--- src/rtl/tdc_arb_pkg.sv ---
// tdc_arb_pkg: shared definitions for the TDC FIFO readout arbiter.
//   - arb_state_t   : arbiter FSM encoding (IDLE, XFER)
//   - clog2()       : ceiling log2 used to size channel index fields
//   - DWIDTH_DEFAULT: default readout word width
//   - BURST_W       : width of the per-grant burst counter (MAX_BURST <= 255)
package tdc_arb_pkg;

    localparam int unsigned DWIDTH_DEFAULT = 32;
    localparam int unsigned BURST_W        = 8;

    typedef enum logic {
        IDLE = 1'b0,
        XFER = 1'b1
    } arb_state_t;

    function automatic int unsigned clog2(input int unsigned n);
        int unsigned r;
        r = 0;
        while ((64'd1 << r) < 64'(n)) begin
            r++;
        end
        return r;
    endfunction

endpackage

--- src/rtl/rr_priority_select.sv ---
// rr_priority_select: combinational round-robin picker.
//   req     : request vector, one bit per channel
//   ptr     : channel with highest priority this round
//   grant   : first requesting channel at or after ptr, wrapping modulo NCH
//   any_req : at least one request bit is set (grant is only meaningful then)
module rr_priority_select import tdc_arb_pkg::*; #(
    parameter int unsigned NCH = 4,
    localparam int unsigned PW = clog2(NCH)
) (
    input  logic [NCH-1:0] req,
    input  logic [PW-1:0]  ptr,
    output logic [PW-1:0]  grant,
    output logic           any_req
);

    localparam logic [PW:0] NCH_W = (PW+1)'(NCH);

    logic [NCH-1:0] req_rot;
    logic [PW-1:0]  ffs_idx;
    logic [PW:0]    sum;

    assign any_req = |req;

    // Rotate so that channel ptr lands on bit 0.
    always_comb begin
        req_rot = NCH'({req, req} >> ptr);
    end

    // Find first set; scanning downward lets the lowest set bit win last.
    always_comb begin
        ffs_idx = '0;
        for (int i = NCH - 1; i >= 0; i--) begin
            if (req_rot[i]) begin
                ffs_idx = PW'(i);
            end
        end
    end

    // Rotate back: (ptr + ffs_idx) mod NCH, valid for non-power-of-two NCH.
    always_comb begin
        sum = {1'b0, ptr} + {1'b0, ffs_idx};
        if (sum >= NCH_W) begin
            sum = sum - NCH_W;
        end
        grant = sum[PW-1:0];
    end

endmodule

--- src/rtl/tdc_fifo_arbiter.sv ---
// tdc_fifo_arbiter: merges NCH first-word-fall-through channel FIFOs into one
// ready/valid word stream, granting channels round-robin for bounded bursts.
//   FIFO_CLK  : sole clock
//   RST_N     : asynchronous active-low reset
//   CH_EN     : per-channel enable mask (disabled channels are never granted)
//   CH_EMPTY  : FWFT empty flags
//   CH_DATA   : FWFT data, channel i at [i*DWIDTH +: DWIDTH]
//   CH_READ   : combinational pop strobes, at most one bit high
//   OUT_DATA  : registered output word
//   OUT_VALID : OUT_DATA valid
//   OUT_READY : downstream accept
//   GRANT_ID  : current or last granted channel
//   BUSY      : arbiter is transferring a burst
//   WORD_CNT  : accepted output words, wraps modulo 2^16
module tdc_fifo_arbiter import tdc_arb_pkg::*; #(
    parameter int unsigned NCH       = 4,
    parameter int unsigned MAX_BURST = 16,
    parameter int unsigned DWIDTH    = DWIDTH_DEFAULT,
    localparam int unsigned GW       = clog2(NCH)
) (
    input  logic                  FIFO_CLK,
    input  logic                  RST_N,
    input  logic [NCH-1:0]        CH_EN,
    input  logic [NCH-1:0]        CH_EMPTY,
    input  logic [NCH*DWIDTH-1:0] CH_DATA,
    output logic [NCH-1:0]        CH_READ,
    output logic [DWIDTH-1:0]     OUT_DATA,
    output logic                  OUT_VALID,
    input  logic                  OUT_READY,
    output logic [GW-1:0]         GRANT_ID,
    output logic                  BUSY,
    output logic [15:0]           WORD_CNT
);

    localparam logic [BURST_W-1:0] MAX_B   = BURST_W'(MAX_BURST);
    localparam logic [GW-1:0]      LAST_CH = GW'(NCH - 1);

    arb_state_t         state_q, state_d;
    logic [GW-1:0]      rr_ptr_q, rr_ptr_d;
    logic [GW-1:0]      grant_q, grant_d;
    logic [BURST_W-1:0] burst_cnt_q, burst_cnt_d;
    logic [DWIDTH-1:0]  out_data_q, out_data_d;
    logic               out_valid_q, out_valid_d;
    logic [15:0]        word_cnt_q, word_cnt_d;

    logic [NCH-1:0]     req;
    logic [GW-1:0]      sel_grant;
    logic               any_req;
    logic               slot_free;
    logic               pop;
    logic [DWIDTH-1:0]  ch_word [NCH];

    for (genvar i = 0; i < NCH; i++) begin : g_unpack
        assign ch_word[i] = CH_DATA[i*DWIDTH +: DWIDTH];
    end

    assign req       = CH_EN & ~CH_EMPTY;
    assign slot_free = !out_valid_q || OUT_READY;
    assign pop       = (state_q == XFER) && req[grant_q] && slot_free && (burst_cnt_q < MAX_B);

    rr_priority_select #(
        .NCH (NCH)
    ) u_rr_select (
        .req     (req),
        .ptr     (rr_ptr_q),
        .grant   (sel_grant),
        .any_req (any_req)
    );

    // The state register resets asynchronously to IDLE, so pop (and CH_READ)
    // is forced low for the whole time RST_N is asserted.
    always_comb begin
        CH_READ = '0;
        if (pop) begin
            CH_READ[grant_q] = 1'b1;
        end
    end

    always_comb begin
        state_d     = state_q;
        rr_ptr_d    = rr_ptr_q;
        grant_d     = grant_q;
        burst_cnt_d = burst_cnt_q;
        case (state_q)
            IDLE: begin
                if (any_req) begin
                    grant_d     = sel_grant;
                    burst_cnt_d = '0;
                    state_d     = XFER;
                end
            end
            XFER: begin
                if (pop) begin
                    burst_cnt_d = burst_cnt_q + 1'b1;
                end
                // Leave on the same edge as the last allowed pop so the next
                // grant costs only a single IDLE cycle.
                if (!CH_EN[grant_q] || (CH_EMPTY[grant_q] && slot_free) ||
                    (burst_cnt_d >= MAX_B)) begin
                    state_d  = IDLE;
                    rr_ptr_d = (grant_q == LAST_CH) ? '0 : grant_q + 1'b1;
                end
            end
            default: state_d = IDLE;
        endcase
    end

    // Output register is independent of the FSM state: a word pending at
    // grant exit stays valid until the downstream takes it.
    always_comb begin
        out_valid_d = out_valid_q;
        out_data_d  = out_data_q;
        word_cnt_d  = word_cnt_q;
        if (pop) begin
            out_valid_d = 1'b1;
            out_data_d  = ch_word[grant_q];
        end else if (slot_free) begin
            out_valid_d = 1'b0;
        end
        if (out_valid_q && OUT_READY) begin
            word_cnt_d = word_cnt_q + 16'd1;
        end
    end

    always_ff @(posedge FIFO_CLK or negedge RST_N) begin
        if (!RST_N) begin
            state_q     <= IDLE;
            rr_ptr_q    <= '0;
            grant_q     <= '0;
            burst_cnt_q <= '0;
            out_data_q  <= '0;
            out_valid_q <= 1'b0;
            word_cnt_q  <= '0;
        end else begin
            state_q     <= state_d;
            rr_ptr_q    <= rr_ptr_d;
            grant_q     <= grant_d;
            burst_cnt_q <= burst_cnt_d;
            out_data_q  <= out_data_d;
            out_valid_q <= out_valid_d;
            word_cnt_q  <= word_cnt_d;
        end
    end

    assign OUT_DATA  = out_data_q;
    assign OUT_VALID = out_valid_q;
    assign GRANT_ID  = grant_q;
    assign BUSY      = (state_q == XFER);
    assign WORD_CNT  = word_cnt_q;

endmodule

--- config.mk ---
export PLATFORM = sky130hd
export DESIGN_NAME = tdc_fifo_arbiter
export DESIGN_NICKNAME = d
export VERILOG_FILES = /design/src/rtl/tdc_arb_pkg.sv /design/src/rtl/rr_priority_select.sv /design/src/rtl/tdc_fifo_arbiter.sv
export SDC_FILE = /design/constraint.sdc
export NUM_CORES = 1
export LEC_CHECK = 0
export ABC_AREA = 1
export ABC_CLOCK_PERIOD_IN_PS = 2200
export BUFFER_PORTS_ARGS = -buffer_cell sky130_fd_sc_hd__buf_2
export CELL_PAD_IN_SITES_DETAIL_PLACEMENT = 0
export CELL_PAD_IN_SITES_GLOBAL_PLACEMENT = 1
export CORE_ASPECT_RATIO = 1.4
export CORE_MARGIN = 2
export CORE_UTILIZATION = 32
export DETAILED_ROUTE_END_ITERATION = 10
export GPL_ROUTABILITY_DRIVEN = 0
export PLACE_DENSITY = 0.91
export SLEW_MARGIN = 25
export SYNTH_ARGS = -nofsm -noshare
export SYNTH_HDL_FRONTEND = slang
export SYNTH_SLANG_ARGS = --single-unit
--- constraint.sdc ---
create_clock -name FIFO_CLK -period 2.2 [get_ports FIFO_CLK]
set_clock_uncertainty 0.05 [all_clocks]
set_input_delay 0.22 -clock FIFO_CLK [delete_from_list [all_inputs] [get_ports FIFO_CLK]]
set_output_delay 0.22 -clock FIFO_CLK [all_outputs]
set_load 0.01 [all_outputs]
==> flow_metrics.tcl <==
set metrics [dict create \
    use_met1_pct 23.07 \
    io_pins 195 \
    synth_cell_types 30 \
    maxSlewViolCount 0 \
    cp.arrival_ns 1.78 \
    power_density_nw_per_um2 1333 \
    status "completed" \
    drc_errors 0 \
    vias 4055 \
    core_area_um2 11820 \
    cts.reportedPaths.clkPinSlew_ns 0.05 \
    num_rows 47 \
    startpoint_type "flip-flop" \
    die_y_um 134.1 \
    yosysTopAreaCellShare_pct 40.12 \
    worst_pin_slew_ns 0.5416 \
    numCtsBuffers 9 \
    antenna_found_initial 1 \
    final-hold-violation-count 0 \
    tns_ns 0 \
    synth_seq_cells 62 \
    h-tree-depth 3 \
    cts.sinks 62 \
    period_needed_ns 2.045 \
    synthCells 461 \
    clock_latency_ns 0.33 \
    cts_root_buffer "clkbuf_16" \
    cts_tree "done" \
    grt_max_degree 63 \
    cts_buffer_depth 2 \
    crit_type "flip-flop to output pin" \
    synth_nets 607 \
    setup_violations 0 \
    worstSetupEndpointType "output pin" \
    synthSimpleGateAreaFrac_pct 20.58 \
    start_util_pct 32.72 \
    critPathRequiredTime_ns 1.93 \
    avgSynthCellArea_um2 8.389 \
    area_growth_pct 38.30 \
    fp.dieW_um 96.91 \
    finalPower_w 0.007130 \
    ys_top_cells_by_area "dfrtp_1 40%, mux2_4 11%, o21ai_0 8.9%, nor2_1 7.9%, o22ai_1 5.2%" \
    drtAntennaViolNets 0 \
    grt-ovfl-total 0 \
    syn_area_um2 3867 \
    final_nets 799 \
    ir_drop_uv 417.5 \
    synth_top_family_by_area "simple AND/OR/NAND/NOR gates" \
    met2_usage_pct 32.56 \
    drt-vias-per-instance 5.031 \
    drtIter0Drc 186 \
    grt_pass1_wl_mm 19.93 \
    synth.area.mux_share_pct 12.13 \
    first_pass_iters 4 \
    finish.utilization_pct 45.25 \
    routed_wl_mm 12.28 \
    busiest_layer "met2" \
    track_usage_pct 19.09 \
    wl_per_cell_um 15.23 \
    synth-xor-area-share_pct 3.397 \
    grtUsageMet3_pct 3.856 \
    grt_pass1_vias 3993 \
    layout-drive-gt1-share_pct 40.58 \
    yosysSeqAreaShare_pct 40.12 \
    synth_fa_ha_area_share_pct 2.265 \
    yosysTopAreaCell "dfrtp_1" \
    dp_hpwl_mm 9.481 \
    yosys_warnings 0 \
    relSlewSlack_pct 63.89 \
    drv_cap 0 \
    cp_max_fo 19 \
    rsz0062_at_grt "no" \
    fmax_mhz 488.9 \
    portBuffers 194 \
    worstHoldPathType "input port to flip-flop" \
    synth_compound_area_share_pct 15.08 \
    leakage_nw 2.842 \
    die-area_um2 12990 \
    min_period_over_period_pct 92.97 \
]
-- worst paths after layout --
| path | slack [ns] | cells after the start | startpoint | endpoint |
|---|---|---|---|---|
| worst max-delay path | 0.15 | 7 | GRANT_ID[0] | CH_READ[1] |
| worst min-delay path | 0.08 | 2 | OUT_READY | OUT_VALID |
| worst max register to register | 0.43 | 7 | WORD_CNT[0] | WORD_CNT[12] |
| worst min register to register | 0.41 | 1 | WORD_CNT[15] | WORD_CNT[15] |
| max in group asynchronous | 1.25 | 3 | RST_N | GRANT_ID[0] |
| min in group asynchronous | 0.28 | 2 | RST_N | burst_cnt_q[1] |
-- cell families after synthesis --
group / count (synthesis)
AO/OA/AOI/OAI: 108
XOR/XNOR: 15
flip-flops: 62
buffers and inverters: 58
adder cells (fa/ha/maj): 7
multiplexers: 32
AND/OR/NAND/NOR: 179
-- flip-flops by register name (all words and copies together) (netlist names) --
| name | cells |
|---|---|
| BUSY | 1 |
| GRANT_ID | 2 |
| OUT_DATA | 32 |
| OUT_VALID | 1 |
| WORD_CNT | 16 |
| burst_cnt_q | 8 |
| rr_ptr_q | 2 |
-- where the power goes --
part / switching, W / leakage, nW / internal, W
Sequential: 0.000320 / 0.779 / 0.00158
Clock: 0.000512 / 0.138 / 0.000876
Combinational: 0.00207 / 1.93 / 0.00177
Total: 0.00291 / 2.84 / 0.00422
-- placed cells by master (no fill, tap or decap), types with 2 or more instances in the layout --
master / instances
xor2_1: 8
ha_1: 7
clkbuf_16: 9
nand4_1: 4
buf_12: 4
o21ai_0: 69
inv_1: 31
mux2_4: 29
o22ai_1: 32
clkinv_4: 2
clkinvlp_4: 3
nand3_1: 34
nand4_2: 2
a21oi_1: 5
nor2_2: 4
nor2_1: 80
buf_2: 194
buf_4: 7
nand3_2: 2
nand2_1: 47
mux2_2: 3
dfrtp_1: 61
xnor2_1: 7
-- worst max-delay path: stages (launching register included) --
cell     delay [ns]
dfrtp_2        0.39
buf_4          0.17
nand3_1        0.12
nand3_2        0.13
nand4_4        0.17
buf_12         0.23
nor2_1         0.10
buf_2          0.14
-- Yosys cell counts (all sizes together) --
master  count
nand4       7
nand2      48
o22ai      32
dfrtp      62
a21boi      1
o21ai      70
clkbuf     14
mux2       32
a21oi       5
or2         1
nand3b      1
nor2       84
xnor2       7
ha          7
nand3      36
nor3        2
buf        11
xor2        8
inv        33
-- cell type report --
class | count | area, um2
timing repair buffer | 206 | 1114
fill | 1179 | 6471
tap | 147 | 183.9
inverter | 33 | 126.4
clock inverter | 7 | 75.07
clock buffer | 9 | 225.2
multi-input combinational | 341 | 2069
sequential | 62 | 1553
antenna | 1 | 2.502
-- routing by layer --
| metal | routed length [um] | share of wire (%) |
|---|---|---|
| met1 | 4836 | 39 |
| met2 | 6195 | 50 |
| met3 | 902 | 7.3 |
| met4 | 344 | 2.8 |
| met5 | 0 | 0 |
-- stage by stage --
| step | setup WS, ns | cells | area [um2] | hold slack [ns] |
|---|---|---|---|---|
| finish | 0.1548 | 806 | 5349 | 0.08482 |
| global route | 0.02378 | 806 | 5349 | 0.1046 |
| CTS | 0.08780 | 805 | 5341 | 0.07799 |
| detailed placement | 0.4237 | 788 | 5031 | 0.07245 |
| global placement | 0.4704 | 788 | 5031 | 0.06434 |
| floorplan | 0.5479 | 461 | 3867 | -0.1256 |
-- what timing repair did --
| item | 4_1_cts | 5_1_grt |
|---|---|---|
| endpoints found under the setup margin | 0 | 1 |
| hold buffers | 1 | 0 |
| gates resized for setup | 0 | 2 |
| hold endpoints to repair | 10 | 0 |
| buffers inserted | 0 | 0 |
Note: power is estimated with default switching activity, not from simulation.
